<file path="src/rtl/keypad_scanner_pkg.sv">
// keypad_scanner_pkg
// Shared definitions for the 4x4 keypad scanner:
//   - scan_state_t : controller states (scan, debounce, pressed)
//   - ROW_IDLE     : row_s value with no key down (pull-ups, active-low)
//   - COL_SEL      : one-cold, active-low column drive, indexed by column
//   - row_encode() : lowest-index low row bit wins
package keypad_scanner_pkg;

   typedef enum logic [1:0] {
      ST_SCAN     = 2'd0,
      ST_DEBOUNCE = 2'd1,
      ST_PRESSED  = 2'd2
   } scan_state_t;

   localparam logic [3:0] ROW_IDLE = 4'b1111;

   // COL_SEL[0] = 4'b1110 ... COL_SEL[3] = 4'b0111
   localparam logic [3:0][3:0] COL_SEL = {4'b0111, 4'b1011, 4'b1101, 4'b1110};

   // Scanning downwards means the lowest low bit is the last one written.
   function automatic logic [1:0] row_encode(input logic [3:0] row);
      logic [1:0] idx;
      idx = 2'd0;
      for (int i = 3; i >= 0; i--) begin
         if (!row[i]) idx = 2'(i);
      end
      return idx;
   endfunction

endpackage

</file>
<file path="src/rtl/keypad_scanner_tick_gen.sv">
// scan_tick_gen
// Free-running divider: counts 0..SCAN_DIV-1 and wraps. tick is high for the
// single cycle in which the count equals SCAN_DIV-1. Also usable as the
// digit-multiplex strobe of a display driver.
// Ports:
//   clk   in  system clock
//   rst_n in  asynchronous active-low reset (count cleared)
//   tick  out one-cycle pulse every SCAN_DIV clocks
module scan_tick_gen #(
   parameter int unsigned SCAN_DIV = 100000
) (
   input  logic clk,
   input  logic rst_n,
   output logic tick
);

   localparam int unsigned CW = (SCAN_DIV > 1) ? $clog2(SCAN_DIV) : 1;

   logic [CW-1:0] cnt;

   assign tick = (cnt == CW'(SCAN_DIV - 1));

   always_ff @(posedge clk or negedge rst_n) begin
      if (!rst_n) begin
         cnt <= '0;
      end else if (tick) begin
         cnt <= '0;
      end else begin
         cnt <= cnt + CW'(1);
      end
   end

endmodule

</file>
<file path="src/rtl/keypad_scanner.sv">
// keypad_scanner
// Scans a 4x4 active-low matrix keypad one column per tick, debounces the
// row pattern and emits one key event per physical press.
// Ports:
//   clk       in  system clock
//   rst_n     in  asynchronous active-low reset
//   row_in    in  [3:0] row sense, active-low, asynchronous to clk
//   col_out   out [3:0] one-cold active-low column drive
//   key_code  out [3:0] {row_idx, col_idx} of the last accepted key
//   key_valid out one-cycle strobe when a press is accepted
//   key_held  out high from press acceptance until release acceptance
// Interface: key_valid is a strobe with no back-pressure; the consumer must
// take key_code in the cycle key_valid is high. key_code stays stable until
// the next event, so it may also be read at any time while key_held is high.
module keypad_scanner
   import keypad_scanner_pkg::*;
#(
   parameter int unsigned SCAN_DIV     = 100000,
   parameter int unsigned DEBOUNCE_CNT = 8
) (
   input  logic       clk,
   input  logic       rst_n,
   input  logic [3:0] row_in,
   output logic [3:0] col_out,
   output logic [3:0] key_code,
   output logic       key_valid,
   output logic       key_held
);

   localparam int unsigned CNTW = $clog2(DEBOUNCE_CNT + 1);

   logic              tick;
   logic [3:0]        sync1, row_s;
   scan_state_t       state, state_n;
   logic [1:0]        col_idx, col_n;
   logic [3:0]        pat, pat_n;
   logic [1:0]        row_idx, ridx_n;
   logic [CNTW-1:0]   cnt, cnt_n, cnt_inc;
   logic [3:0]        code_n;
   logic              valid_n, held_n, accept;

   scan_tick_gen #(.SCAN_DIV(SCAN_DIV)) u_tick (
      .clk   (clk),
      .rst_n (rst_n),
      .tick  (tick)
   );

   // Column is only ever changed on a tick, so the row seen on a tick has
   // settled for a whole dwell under the column currently driven.
   assign col_out = COL_SEL[col_idx];

   always_ff @(posedge clk or negedge rst_n) begin
      if (!rst_n) begin
         sync1     <= ROW_IDLE;
         row_s     <= ROW_IDLE;
         state     <= ST_SCAN;
         col_idx   <= 2'd0;
         pat       <= ROW_IDLE;
         row_idx   <= 2'd0;
         cnt       <= '0;
         key_code  <= 4'd0;
         key_valid <= 1'b0;
         key_held  <= 1'b0;
      end else begin
         sync1     <= row_in;
         row_s     <= sync1;
         state     <= state_n;
         col_idx   <= col_n;
         pat       <= pat_n;
         row_idx   <= ridx_n;
         cnt       <= cnt_n;
         key_code  <= code_n;
         key_valid <= valid_n;
         key_held  <= held_n;
      end
   end

   // One counter serves both the press count (DEBOUNCE) and the release
   // count (PRESSED); it is cleared on every state change between them.
   always_comb begin
      state_n = state;
      col_n   = col_idx;
      pat_n   = pat;
      ridx_n  = row_idx;
      cnt_n   = cnt;
      code_n  = key_code;
      valid_n = 1'b0;
      held_n  = key_held;
      accept  = 1'b0;
      cnt_inc = cnt + CNTW'(1);

      if (tick) begin
         case (state)
            ST_SCAN: begin
               if (row_s == ROW_IDLE) begin
                  col_n = col_idx + 2'd1;
               end else begin
                  pat_n  = row_s;
                  ridx_n = row_encode(row_s);
                  cnt_n  = CNTW'(1);
                  if (DEBOUNCE_CNT == 1) accept  = 1'b1;
                  else                   state_n = ST_DEBOUNCE;
               end
            end
            ST_DEBOUNCE: begin
               if (row_s == pat) begin
                  if (cnt_inc == CNTW'(DEBOUNCE_CNT)) accept = 1'b1;
                  else                                cnt_n  = cnt_inc;
               end else begin
                  cnt_n   = '0;
                  col_n   = col_idx + 2'd1;
                  state_n = ST_SCAN;
               end
            end
            ST_PRESSED: begin
               // Column stays frozen: other columns are invisible and a
               // pattern change within this column is not a new event.
               if (row_s == ROW_IDLE) begin
                  if (cnt_inc == CNTW'(DEBOUNCE_CNT)) begin
                     held_n  = 1'b0;
                     cnt_n   = '0;
                     col_n   = col_idx + 2'd1;
                     state_n = ST_SCAN;
                  end else begin
                     cnt_n = cnt_inc;
                  end
               end else begin
                  cnt_n = '0;
               end
            end
            default: begin
               cnt_n   = '0;
               state_n = ST_SCAN;
            end
         endcase
      end

      if (accept) begin
         valid_n = 1'b1;
         held_n  = 1'b1;
         code_n  = {ridx_n, col_idx};
         cnt_n   = '0;
         state_n = ST_PRESSED;
      end
   end

endmodule

</file>
<file path="config.mk">
export PLATFORM = sky130hd
export DESIGN_NAME = keypad_scanner
export DESIGN_NICKNAME = d
export VERILOG_FILES = /design/src/rtl/keypad_scanner_pkg.sv /design/src/rtl/keypad_scanner_tick_gen.sv /design/src/rtl/keypad_scanner.sv
export SDC_FILE = /design/constraint.sdc
export NUM_CORES = 1
export LEC_CHECK = 0
export CAP_MARGIN = 20
export CORE_UTILIZATION = 25
export DETAILED_ROUTE_END_ITERATION = 16
export PLACE_DENSITY = 0.38
export SYNTH_ARGS = -nofsm -noshare
export SYNTH_HDL_FRONTEND = slang
export SYNTH_SLANG_ARGS = --single-unit
</file>
<file path="constraint.sdc">
create_clock -name clk -period 2.2 [get_ports clk]
set_clock_uncertainty 0.2 [all_clocks]
set_input_delay 0.33 -clock clk [delete_from_list [all_inputs] [get_ports clk]]
set_output_delay 0.33 -clock clk [all_outputs]
set_load 0.02 [all_outputs]
</file>
-- After elaboration in Yosys (flattened, before gate mapping)
Index checks and enable logic that the tools add are counted.
- flip-flop bits (word level): 45
- input port bits: 6
- output and inout bits: 10
- word-level logic and storage cells: 82
- add/sub/neg operators: 3
- $lt $le $gt $ge: 1
- equal/unequal tests: 15
- muxes and demuxes: 40
- bitwise logic cells: 1
- reduce and logical (&&, ||, !) cells: 11
- operators by type and width (operator ; count):
    $mux 2 ; 17
    $mux 4 ; 8
    $add 17x1->17 const B ; 1
    $eq 17x17->1 const B ; 1
    $mux 17 ; 1
    $ne 3x3->1 const B ; 4
    $pmux 2 s3 ; 2
    $pmux 4 s3 ; 1
    $mux 1 ; 10
    $bmux 4 s2 ; 1
    $eq 4x4->1 const B ; 2
    $ne 2x2->1 const B ; 4
    $reduce_bool 2->1 ; 4
    $reduce_and 3->1 ; 2
    $reduce_and 6->1 ; 1
    $reduce_and 5->1 ; 1
    $add 4x1->4 const B ; 1
    $eq 4x4->1 ; 1
    $ne 4x4->1 const B ; 1
    $reduce_and 4->1 ; 1
    $lt 2x3->1 const B ; 1
    $reduce_bool 3->1 ; 1
    $add 2x1->2 const B ; 1
    $eq 2x1->1 const B ; 1
    other kinds (3) ; 3

-- Depth between registers and ports, before layout
Gate-level depths: netlist of the first run.
- word-level depth: 8
- depth in mapped cells: 8
- mapped depth without buffers: 6

-- Modules after synthesis
From an unflattened synthesis of the first run, not the netlist that was laid out.
- cells, all modules: 184
- area, all modules: 2095.8 um^2
- modules (own cells, without submodules) (module ; instances ; cells each ; area an instance (um^2) ; sequential area each (um^2)):
    keypad_scanner ; 1 ; 110 ; 1302.5 ; 715.7
    scan_tick_gen ; 1 ; 74 ; 793.3 ; 425.4

-- Worst setup path before layout of the first run
Ideal clock, no wire load.
- kind: register to register
- from: register u_tick.cnt[6]
- to: register col_idx[1]
- setup time: 125 ps
- arrival time: 2000 ps
- required time: 1875 ps
- setup slack: -125 ps
- cell stages (with the launch flop): 6
- buffers on the path: 0
- clock period less this slack: 2325 ps
- path through: dfrtp_1 or4_4 nor3_4 nand3_2 a2111o_1 mux2_4
- cells in the longest elaborated chain, start to end: 2
- ends and longest elaborated chain (element ; RTL line ; source):
    start, declared ; keypad_scanner_tick_gen.sv:19 ; logic [CW-1:0] cnt;
    start signal, assigned ; keypad_scanner_tick_gen.sv:29 ; cnt <= cnt + CW'(1);
    $eq 17x17->1 ; keypad_scanner_tick_gen.sv:21 ; assign tick = (cnt == CW'(SCAN_DIV - 1));
    $reduce_and 6->1 (no line) ; -- ;
    end signal, assigned ; keypad_scanner.sv:68 ; col_idx <= col_n;
    end, declared ; keypad_scanner.sv:35 ; logic [1:0] col_idx, col_n;
Every way passes these cells.
A chain may end at the register's enable or synchronous reset.

-- Worst setup path in the final report of the first run
- from: register u_tick.cnt[14]
- to: register key_code[2]
- cells in the longest elaborated chain, start to end: 2
- elaborated cells on any way between the ends: 3
- classes of those cells: eq/ne: 1; mux: 2
- ends and longest elaborated chain (element ; RTL line ; source):
    $eq 17x17->1 * ; keypad_scanner_tick_gen.sv:21 ;
    $mux 2 / $mux 1 (equally long branches) ; keypad_scanner.sv:92 ; if (tick) begin
    end signal, assigned ; keypad_scanner.sv:72 ; key_code <= code_n;
    end, declared ; keypad_scanner.sv:25 ; output logic [3:0] key_code,
Every way passes the cells marked *; elsewhere a longest branch is shown, timed or not.

==> impl_metrics.csv, run 1 <==
group,metric,value,unit
outcome,status,"complete, but fails checks",
outcome,violations,"setup timing",
routing,drtIter0Drc,77,
timing,slew_viol_final,0,
logic_synthesis,synthMuxAreaShare,0.03691,
routing,routedWlPerCell,13.21,microns
pwr,p_leak,0.001289,uW
routing,vias_per_cell,4.455,
critical_path,r2r_slack,-0.04,ns
logic_synthesis,synth_edf_count,0,
critical_path,r2r-start,"u_tick.cnt[14]",
logic_synthesis,synth_top_family_by_area,"simple AND/OR/NAND/NOR gates",
floorplanning,fp-row-count,33,
timing,tightest_slew,0.4976,ns
critical_path,r2r_cells,5,
logic_synthesis,ys_ff_latch,45,
final_layout,final_area,2938,sq um
worst_hold_path,worst_hold_startpoint,"sync1[1]",
place,dp.cells,353,
worst_hold_path,holdPathStages,0,
place,dpl.hpwl,3644,microns
global_routing,grt_pass1_vias,1655,
logic_synthesis,async_reset_ff_frac,1.000,
final_layout,fin_nets,272,
clock_network,htreeDepth,2,
clock_network,insertion_delay,0.32,ns
worst_hold_path,hold_path.class,"reg -> reg",
routing,first_pass_iters,4,
final_layout,multi_input_area,1017,sq um
timing,finalSetupViolCount,8,
final_layout,fillers,841,
timing,slew_headroom,0.6683,
critical_path,arrival,2.25,ns
logic_synthesis,syn_area,2203,sq um
final_layout,layout-drive-gt1-share,0.3346,
floorplanning,dieArea,9193,sq um
final_layout,seq_area,1141,sq um
global_routing,grt_overflow,0,
critical_path,required,2.20,ns
flow_run,drv_cap,0,
logic_synthesis,syn_area_per_cell,11.18,sq um
logic_synthesis,synthCells,197,
timing,rsz0062_at_grt,"true",
global_routing,antenna_found_initial,0,
logic_synthesis,synthAdderAreaFrac,0.03975,
logic_synthesis,synth-compound-area-share,0.1028,
logic_synthesis,synthSimpleGateAreaFrac,0.1953,
final_layout,fin_cells,365,
global_routing,grt_max_degree,23,
final_layout,syn_to_final_growth,33.33,%
floorplanning,ios,16,
place,dpl_cell_area,2789,sq um
routing,num_vias,1626,
critical_path,critPathLaunch,"u_tick.cnt[14]",
critical_path,path_class,"reg -> reg",
pwr,power_density,489.7,nW/um^2
floorplanning,die_x,95.88,microns
logic_synthesis,synthXorXnorAreaFrac,0.06758,
clock_network,clk_path_buf_depth,2,
routing,drc,0,
routing,routed_wl,4822,microns
floorplanning,core-area,8382,sq um
place,portBuffers,15,
logic_synthesis,syn_nets,210,
final_layout,antenna_cells,0,
clock_network,cts_buffers,5,
clock_network,clk_pin_slew_worst_paths,0.10,ns
logic_synthesis,yosysSeqAreaShare,0.5179,
timing,setup-tns-final,-0.2375,ns
clock_network,tritoncts,"done",
floorplanning,start_util,0.2629,
critical_path,cp_max_fo,5,
timing,period_share,1.020,
timing,setup_slack,-0.04325,ns
timing,timing.final.hold_violations,0,
global_routing,grt_usage,0.1184,
logic_synthesis,synthFlopType,"dfrtp_1",
critical_path,endpoint_kind,"flop",
clock_network,clock_sinks,45,
critical_path,crit_path_start_kind,"flop",
global_routing,grt_pass1_wl,8135,microns
logic_synthesis,synth_warnings,0,
pwr,peakVddDrop,0.2107,mV
timing,fin_crit,2.243,ns
timing,fmax,445.8,MHz
place,gp_congestion,0.7118,
floorplanning,dieHeight,95.88,microns
clock_network,ctsRootBufferMaster,"clkbuf_8",
logic_synthesis,synth_cell_type_count,62,
routing,ant_nets,0,
critical path: stages (launching register included):
cell and delay, ns:
dfrtp_1 0.39, or4_4 0.57, nor3_4 0.23, and3_4 0.22, and3_4 0.23, mux2_4 0.31
area by class of cell:
type                            instances  share of cell area
Inverter                               14             0.01789
Tap cell                              105             0.04472
Multi-Input combinational cell        133              0.3463
Clock inverter                          3            0.008092
Clock buffer                            5             0.02342
Sequential cell                        45              0.3884
Timing Repair Buffer                   60              0.1712
timing repair:
| item | in CTS | in global routing |
|---|---|---|
| pin swaps | 2 | 1 |
| setup buffers | 1 | 2 |
| gates resized for setup | 2 | 7 |
| cloned | 0 | 0 |
| endpoints found under the setup margin | 10 | 21 |
| endpoints found under the hold margin | 10 | 0 |
| hold buffers | 1 | 0 |
metrics by stage:
stage / setup WS, ns / hold WS [ns] / util / power, uW
final: -0.04325 / 0.1623 / 0.3505 / 1439
after global routing: -0.1392 / 0.1665 / 0.3505 / 1504
after CTS: -0.07068 / 0.1626 / 0.3465 / 1456
after detailed placement: -0.07716 / 0.1347 / 0.3327 / 902.4
after global placement: -0.03934 / 0.1286 / 0.3327 / 902.1
after floorplan: -0.09870 / -0.1656 / - / 866.3
logic make-up (layout without fill, tap and decap cells):
kind of cell             Yosys count  in the layout
adder cells (fa/ha/maj)            7              7
buffers and inverters             19             82
flip-flops                        45             45
XOR/XNOR                          17             17
multiplexers                       7              7
AND/OR/NAND/NOR                   71             71
AO/OA/AOI/OAI                     31             31
report_power, final:
group          total [uW]  switching [uW]  internal (uW)  leakage, uW
clock network         553             322            231    0.0000491
registers             844            3.72            840     0.000572
logic                41.7            24.1           17.6     0.000668
cell usage in the layout, fill, tap and decap left out, types with 2 or more instances in the layout:
master,netlist,layout
o21ai_1,0,2
xor2_1,5,5
nand4_1,4,4
nor3_1,3,3
a21oi_2,0,2
nand4bb_1,2,2
inv_1,14,14
buf_4,1,42
and2_1,2,2
o22ai_1,2,2
and2_2,2,2
a21oi_1,5,3
a21o_1,2,2
dfstp_2,12,12
clkdlybuf4s50_1,0,12
and3_1,3,2
mux2_4,1,5
dfrtp_1,33,33
xnor2_1,12,12
nand3_1,8,8
ha_1,7,7
o21ai_0,6,4
clkbuf_8,0,5
and3_4,0,2
nand2_1,15,15
nor2_1,13,13
Yosys cell counts, drive strengths merged, types with 2 or more instances:
library cell   n  area (sq um)
dfstp         12         315.3
inv           14         52.55
nand4          4         25.02
o22ai          2         12.51
nor4           2         12.51
dfrtp         33         825.8
buf            3         23.77
nor2          14         55.06
and3           4         26.28
nor3           4         31.28
clkbuf         2         11.26
o21ai          6         30.03
ha             7         87.58
or2            2         12.52
nand4bb        3         50.05
nand2         15         56.30
a21oi          5         25.02
xnor2         12         105.1
xor2           5         43.79
a21o           3         23.77
nand3          9         50.05
and2           4         27.52
mux2           6         71.31
routing by layer:
metal	track usage	wire length, microns	up-vias
met3	0.02607	150	5
li1	-	-	819
met5	0	0	-
met1	0.1549	2436	782
met4	0.04104	53	0
met2	0.1923	2182	20
state kept, by name (all words and copies together) (netlist names):
signal / cells
col_idx: 2
u_tick.cnt: 17
row_s: 4
key_valid: 1
key_held: 1
state: 2
pat: 4
sync1: 4
cnt: 4
key_code: 4
row_idx: 2
worst paths after layout:
kind | endpoint
worst max-delay path | key_code[2]
worst min-delay path | row_s[1]
worst max register to register | key_code[2]
worst min register to register | row_s[1]
max in group asynchronous | pat[0]
min in group asynchronous | u_tick.cnt[16]
(Power assumes the default switching activity.)
==> inputs of run 2 (changes only) <==
--- a/config.mk
+++ b/config.mk
@@ -6,6 +6,7 @@
 export NUM_CORES = 1
 export LEC_CHECK = 0
 export CAP_MARGIN = 20
+export CORE_ASPECT_RATIO = 0.8
 export CORE_UTILIZATION = 25
 export DETAILED_ROUTE_END_ITERATION = 16
 export PLACE_DENSITY = 0.38
==> impl_metrics.csv, run 2 (synthesis gave the netlist of run 1 again) <==
group,metric,value,unit
timing,tightest_slew,0.6134,ns
place,portBuffers,15,
clock_network,clock_sinks,45,
final_layout,post-route-util,0.3471,
clock_network,insertion_delay,0.30,ns
final_layout,final_cell_mix,"40 x buf_4, 33 x dfrtp_1, 14 x inv_1, 14 x nand2_1, 13 x nor2_1",
final_layout,antenna_cells,0,
floorplanning,die_x,107.0,microns
timing,fmax,443.8,MHz
place,gp_congestion,0.7517,
routing,routed_wl,4797,microns
clock_network,clk_pin_slew_worst_paths,0.09,ns
timing,fin_crit,2.253,ns
critical_path,required,2.20,ns
floorplanning,ios,16,
final_layout,syn_to_final_growth,34.24,%
pwr,power_density,471.2,nW/um^2
routing,routedWlPerCell,12.93,microns
critical_path,crit_path_start_kind,"flop",
worst_hold_path,hold_path.class,"reg -> reg",
floorplanning,dieArea,9195,sq um
routing,first_pass_iters,4,
flow_run,drv_cap,0,
final_layout,top_register,"u_tick.cnt",
global_routing,grt_overflow,0,
timing,timing.final.hold_violations,0,
critical_path,arrival,2.25,ns
timing,slew_viol_final,0,
global_routing,grt_pass1_wl,8052,microns
global_routing,grt_max_degree,29,
routing,drtIter0Drc,52,
floorplanning,core-area,8521,sq um
place,dpl.hpwl,3562,microns
routing,drc,0,
timing,finalSetupViolCount,5,
outcome,violations,"setup timing",
timing,rsz0062_at_grt,"true",
timing,slew_headroom,0.5910,
clock_network,cts_buffers,5,
final_layout,layout-drive-gt1-share,0.3359,
clock_network,clk_path_buf_depth,2,
floorplanning,start_util,0.2586,
timing,setup_slack,-0.05325,ns
floorplanning,dieHeight,85.97,microns
routing,ant_nets,0,
final_layout,final_common_cell,"buf_4",
outcome,status,"complete, but fails checks",
global_routing,grt_usage,0.1143,
floorplanning,fp-row-count,30,
pwr,p_leak,0.001303,uW
final_layout,fin_nets,271,
critical_path,cp_max_fo,7,
final_layout,multi_input_area,1047,sq um
final_layout,largest_register_ffs,17,
global_routing,grt_pass1_vias,1627,
timing,period_share,1.024,
global_routing,antenna_found_initial,0,
routing,vias_per_cell,4.332,
clock_network,tritoncts,"done",
routing,num_vias,1607,
timing,setup-tns-final,-0.2402,ns
critical_path,endpoint_kind,"flop",
final_layout,fillers,860,
clock_network,ctsRootBufferMaster,"clkbuf_8",
pwr,peakVddDrop,0.2706,mV
clock_network,htreeDepth,2,
critical_path,path_class,"reg -> reg",
final_layout,seq_area,1141,sq um
## run 2: cell types whose count changed in the layout (fill, tap and decap cells not counted), sizes merged
cell	delta
dlygate4sd2	-1
buf	-1
clkinv	+1
clkbuf	+1
dlymetal6s2s	+1
inv	-2
## run 2: layer usage
| layer | up-vias | part of all wire | track usage |
|---|---|---|---|
| met5 | - | 0 | 0 |
| met4 | 0 | 0.0092 | 0.02989 |
| met3 | 4 | 0.031 | 0.03647 |
| met2 | 17 | 0.41 | 0.1666 |
| met1 | 769 | 0.55 | 0.1624 |
| li1 | 817 | - | - |
## run 2: layout make-up
class,count,area share
well taps,112,0.04738
clock buffers,6,0.02453
inverters,14,0.01777
multi-input cells,133,0.3541
clock inverters,2,0.003384
flip-flops and latches,45,0.3858
repair buffers,59,0.1671
## run 2: report_power, final
group | internal [uW] | switching [uW]
registers | 840 | 3.52
clock network | 221 | 285
logic | 18.7 | 25.3
total | 1080 | 314
## run 2: critical path, cell delays in order (launching register included)
cell	delay (ns)
dfrtp_1	0.38
or4_4	0.58
nor3_4	0.23
and3_4	0.21
and3_4	0.25
mux2_4	0.31
## run 2: worst paths after layout
| kind | start | endpoint | slack [ns] | cells after the start |
|---|---|---|---|---|
| worst min register to register | sync1[3] | row_s[3] | 0.15 | 0 |
| min in group asynchronous | rst_n | row_idx[0] | 0.37 | 2 |
| worst max-delay path | u_tick.cnt[14] | key_code[0] | -0.05 | 5 |
| max in group asynchronous | rst_n | state[0] | 0.82 | 3 |
| worst min-delay path | sync1[3] | row_s[3] | 0.15 | 0 |
| worst max register to register | u_tick.cnt[14] | key_code[0] | -0.05 | 5 |
## run 2: what timing repair did
item / 4_1_cts / 5_1_grt
buffers inserted: 1 / 1
hold endpoints to repair: 14 / 0
gates resized for setup: 1 / 12
endpoints found under the setup margin: 10 / 13
hold buffers: 1 / 0
pin swaps: 2 / 1
## run 2: per-stage QoR
stage | total power (uW) | setup slack (ns) | hold WS, ns | cell area, sq um | cells
finish | 1394 | -0.05325 | 0.1545 | 2958 | 371
global route | 1461 | -0.1301 | 0.1661 | 2958 | 371
CTS | 1419 | -0.04524 | 0.1572 | 2892 | 370
detailed placement | 903.7 | -0.07126 | 0.1472 | 2785 | 360
global placement | 904.2 | -0.05283 | 0.1470 | 2785 | 360
floorplan | 866.3 | -0.09870 | -0.1656 | 2231 | 197
==> inputs of run 3 (changes only) <==
--- a/config.mk
+++ b/config.mk
@@ -7,8 +7,10 @@
 export LEC_CHECK = 0
 export CAP_MARGIN = 20
 export CORE_ASPECT_RATIO = 0.8
+export CORE_MARGIN = 2
 export CORE_UTILIZATION = 25
 export DETAILED_ROUTE_END_ITERATION = 16
+export GPL_ROUTABILITY_DRIVEN = 1
 export PLACE_DENSITY = 0.38
 export SYNTH_ARGS = -nofsm -noshare
 export SYNTH_HDL_FRONTEND = slang
==> impl_metrics.csv, run 3 (synthesis gave the netlist of run 1 again) <==
group,metric,value,unit
outcome,status,"complete, but fails checks",
outcome,violations,"setup timing",
clock_network,clock_sinks,45,
global_routing,grt_usage,0.1081,
place,portBuffers,15,
routing,drtIter0Drc,93,
pwr,power_density,470.2,nW/um^2
clock_network,clk_path_buf_depth,2,
timing,setup-tns-final,-0.2978,ns
pwr,clkPwrFrac,0.361,
floorplanning,fp-row-count,30,
pwr,seq_power_share,0.607,
final_layout,post-route-util,0.3471,
critical_path,crit_path_start_kind,"flop",
pwr,p_leak,0.001306,uW
timing,rsz0062_at_grt,"true",
place,dpl.hpwl,3614,microns
timing,fmax,441.3,MHz
timing,timing.final.hold_violations,0,
global_routing,grt_overflow,0,
final_layout,largest_register_ffs,17,
worst_hold_path,hold_path.class,"reg -> reg",
flow_run,drv_cap,0,
floorplanning,dieHeight,87.97,microns
timing,fin_crit,2.266,ns
final_layout,final_common_cell,"buf_4",
timing,period_share,1.030,
critical_path,arrival,2.26,ns
timing,slew_viol_final,0,
global_routing,grt_pass1_wl,7755,microns
floorplanning,core-area,8521,sq um
final_layout,syn_to_final_growth,34.24,%
pwr,power,1391,uW
clock_network,cts_buffers,5,
timing,slew_headroom,0.6317,
floorplanning,start_util,0.2586,
pwr,switchingPower,310.9,uW
final_layout,antenna_cells,0,
final_layout,top_register,"u_tick.cnt",
clock_network,insertion_delay,0.30,ns
pwr,swShare,0.2236,
final_layout,final_cell_mix,"37 x buf_4, 33 x dfrtp_1, 14 x inv_1, 14 x nand2_1",
critical_path,path_class,"reg -> reg",
timing,finalSetupViolCount,5,
global_routing,antenna_found_initial,0,
pwr,pwr-share-comb,0.032,
clock_network,htreeDepth,2,
timing,tightest_slew,0.5525,ns
clock_network,clk_pin_slew_worst_paths,0.09,ns
final_layout,layout-drive-gt1-share,0.3411,
floorplanning,dieArea,9585,sq um
routing,num_vias,1626,
routing,drc,0,
routing,vias_per_cell,4.395,
floorplanning,ios,16,
global_routing,grt_pass1_vias,1535,
place,gp_congestion,0.7456,
clock_network,tritoncts,"done",
routing,first_pass_iters,4,
final_layout,fin_nets,270,
critical_path,cp_max_fo,6,
timing,setup_slack,-0.06616,ns
floorplanning,die_x,109.0,microns
critical_path,required,2.19,ns
pwr,peakVddDrop,0.1932,mV
routing,routed_wl,4882,microns
clock_network,ctsRootBufferMaster,"clkbuf_8",
routing,routedWlPerCell,13.19,microns
critical_path,endpoint_kind,"flop",
routing,ant_nets,0,
pwr,internal_power,1080,uW
global_routing,grt_max_degree,25,
-- run 3: power by group through the flow --
| stage | Clock (uW) | Sequential, uW | Combinational, uW |
|---|---|---|---|
| 6_report | 502 | 845 | 43.9 |
| 5_1_grt | 574 | 846 | 49.8 |
| 4_1_cts | 533 | 845 | 46.1 |
| 3_5_place_dp | 0 | 860 | 44.7 |
| 3_3_place_gp | 0 | 860 | 44.5 |
| 2_1_floorplan | 0 | 861 | 5.40 |
-- run 3: final timing paths --
check	cells after the start	start	slack, ns	to
worst max-delay path	5	u_tick.cnt[13]	-0.07	key_code[0]
worst min-delay path	0	sync1[3]	0.15	row_s[3]
worst max register to register	5	u_tick.cnt[13]	-0.07	key_code[0]
worst min register to register	0	sync1[3]	0.15	row_s[3]
max in group asynchronous	3	rst_n	0.85	sync1[2]
min in group asynchronous	2	rst_n	0.35	row_idx[0]
-- run 3: through the flow --
step / instances / hold WS (ns) / area [sq um] / setup WS (ns)
2_1_floorplan: 197 / -0.1656 / 2231 / -0.09870
3_3_place_gp: 357 / 0.1461 / 2775 / -0.04878
3_5_place_dp: 357 / 0.1478 / 2775 / -0.08943
4_1_cts: 368 / 0.1556 / 2889 / -0.05414
5_1_grt: 370 / 0.1654 / 2958 / -0.1471
6_report: 370 / 0.1532 / 2958 / -0.06616
-- run 3: cell type report --
cell class	instances	area [sq um]
flip-flops and latches	45	1141
clock inverters	2	10.01
inverters	14	52.55
multi-input cells	133	1041
well taps	112	140.1
fillers	848	5563
repair buffers	58	500.5
clock buffers	6	72.57
-- run 3: what timing repair did --
action	CTS	global route
resized for setup	1	14
hold buffers	1	0
endpoints found under the setup margin	9	15
hold endpoints to repair	20	0
buffers inserted	2	3
pin swaps	3	4
-- run 3: routing by layer --
metal  share of wire  up-vias  routed length, microns  global-route usage
met2            0.41       17                    1994              0.1530
met1            0.55      787                    2700              0.1602
met3           0.029        5                     144             0.02902
li1                -      817                       -                   -
met5               0        -                       0                   0
met4          0.0090        0                      44             0.03147
-- run 3: critical path: stages (launching register included) --
cell and delay (ns):
dfrtp_1 0.38, or4_4 0.57, nor3_4 0.23, and3_4 0.22, and3_4 0.24, mux2_4 0.31
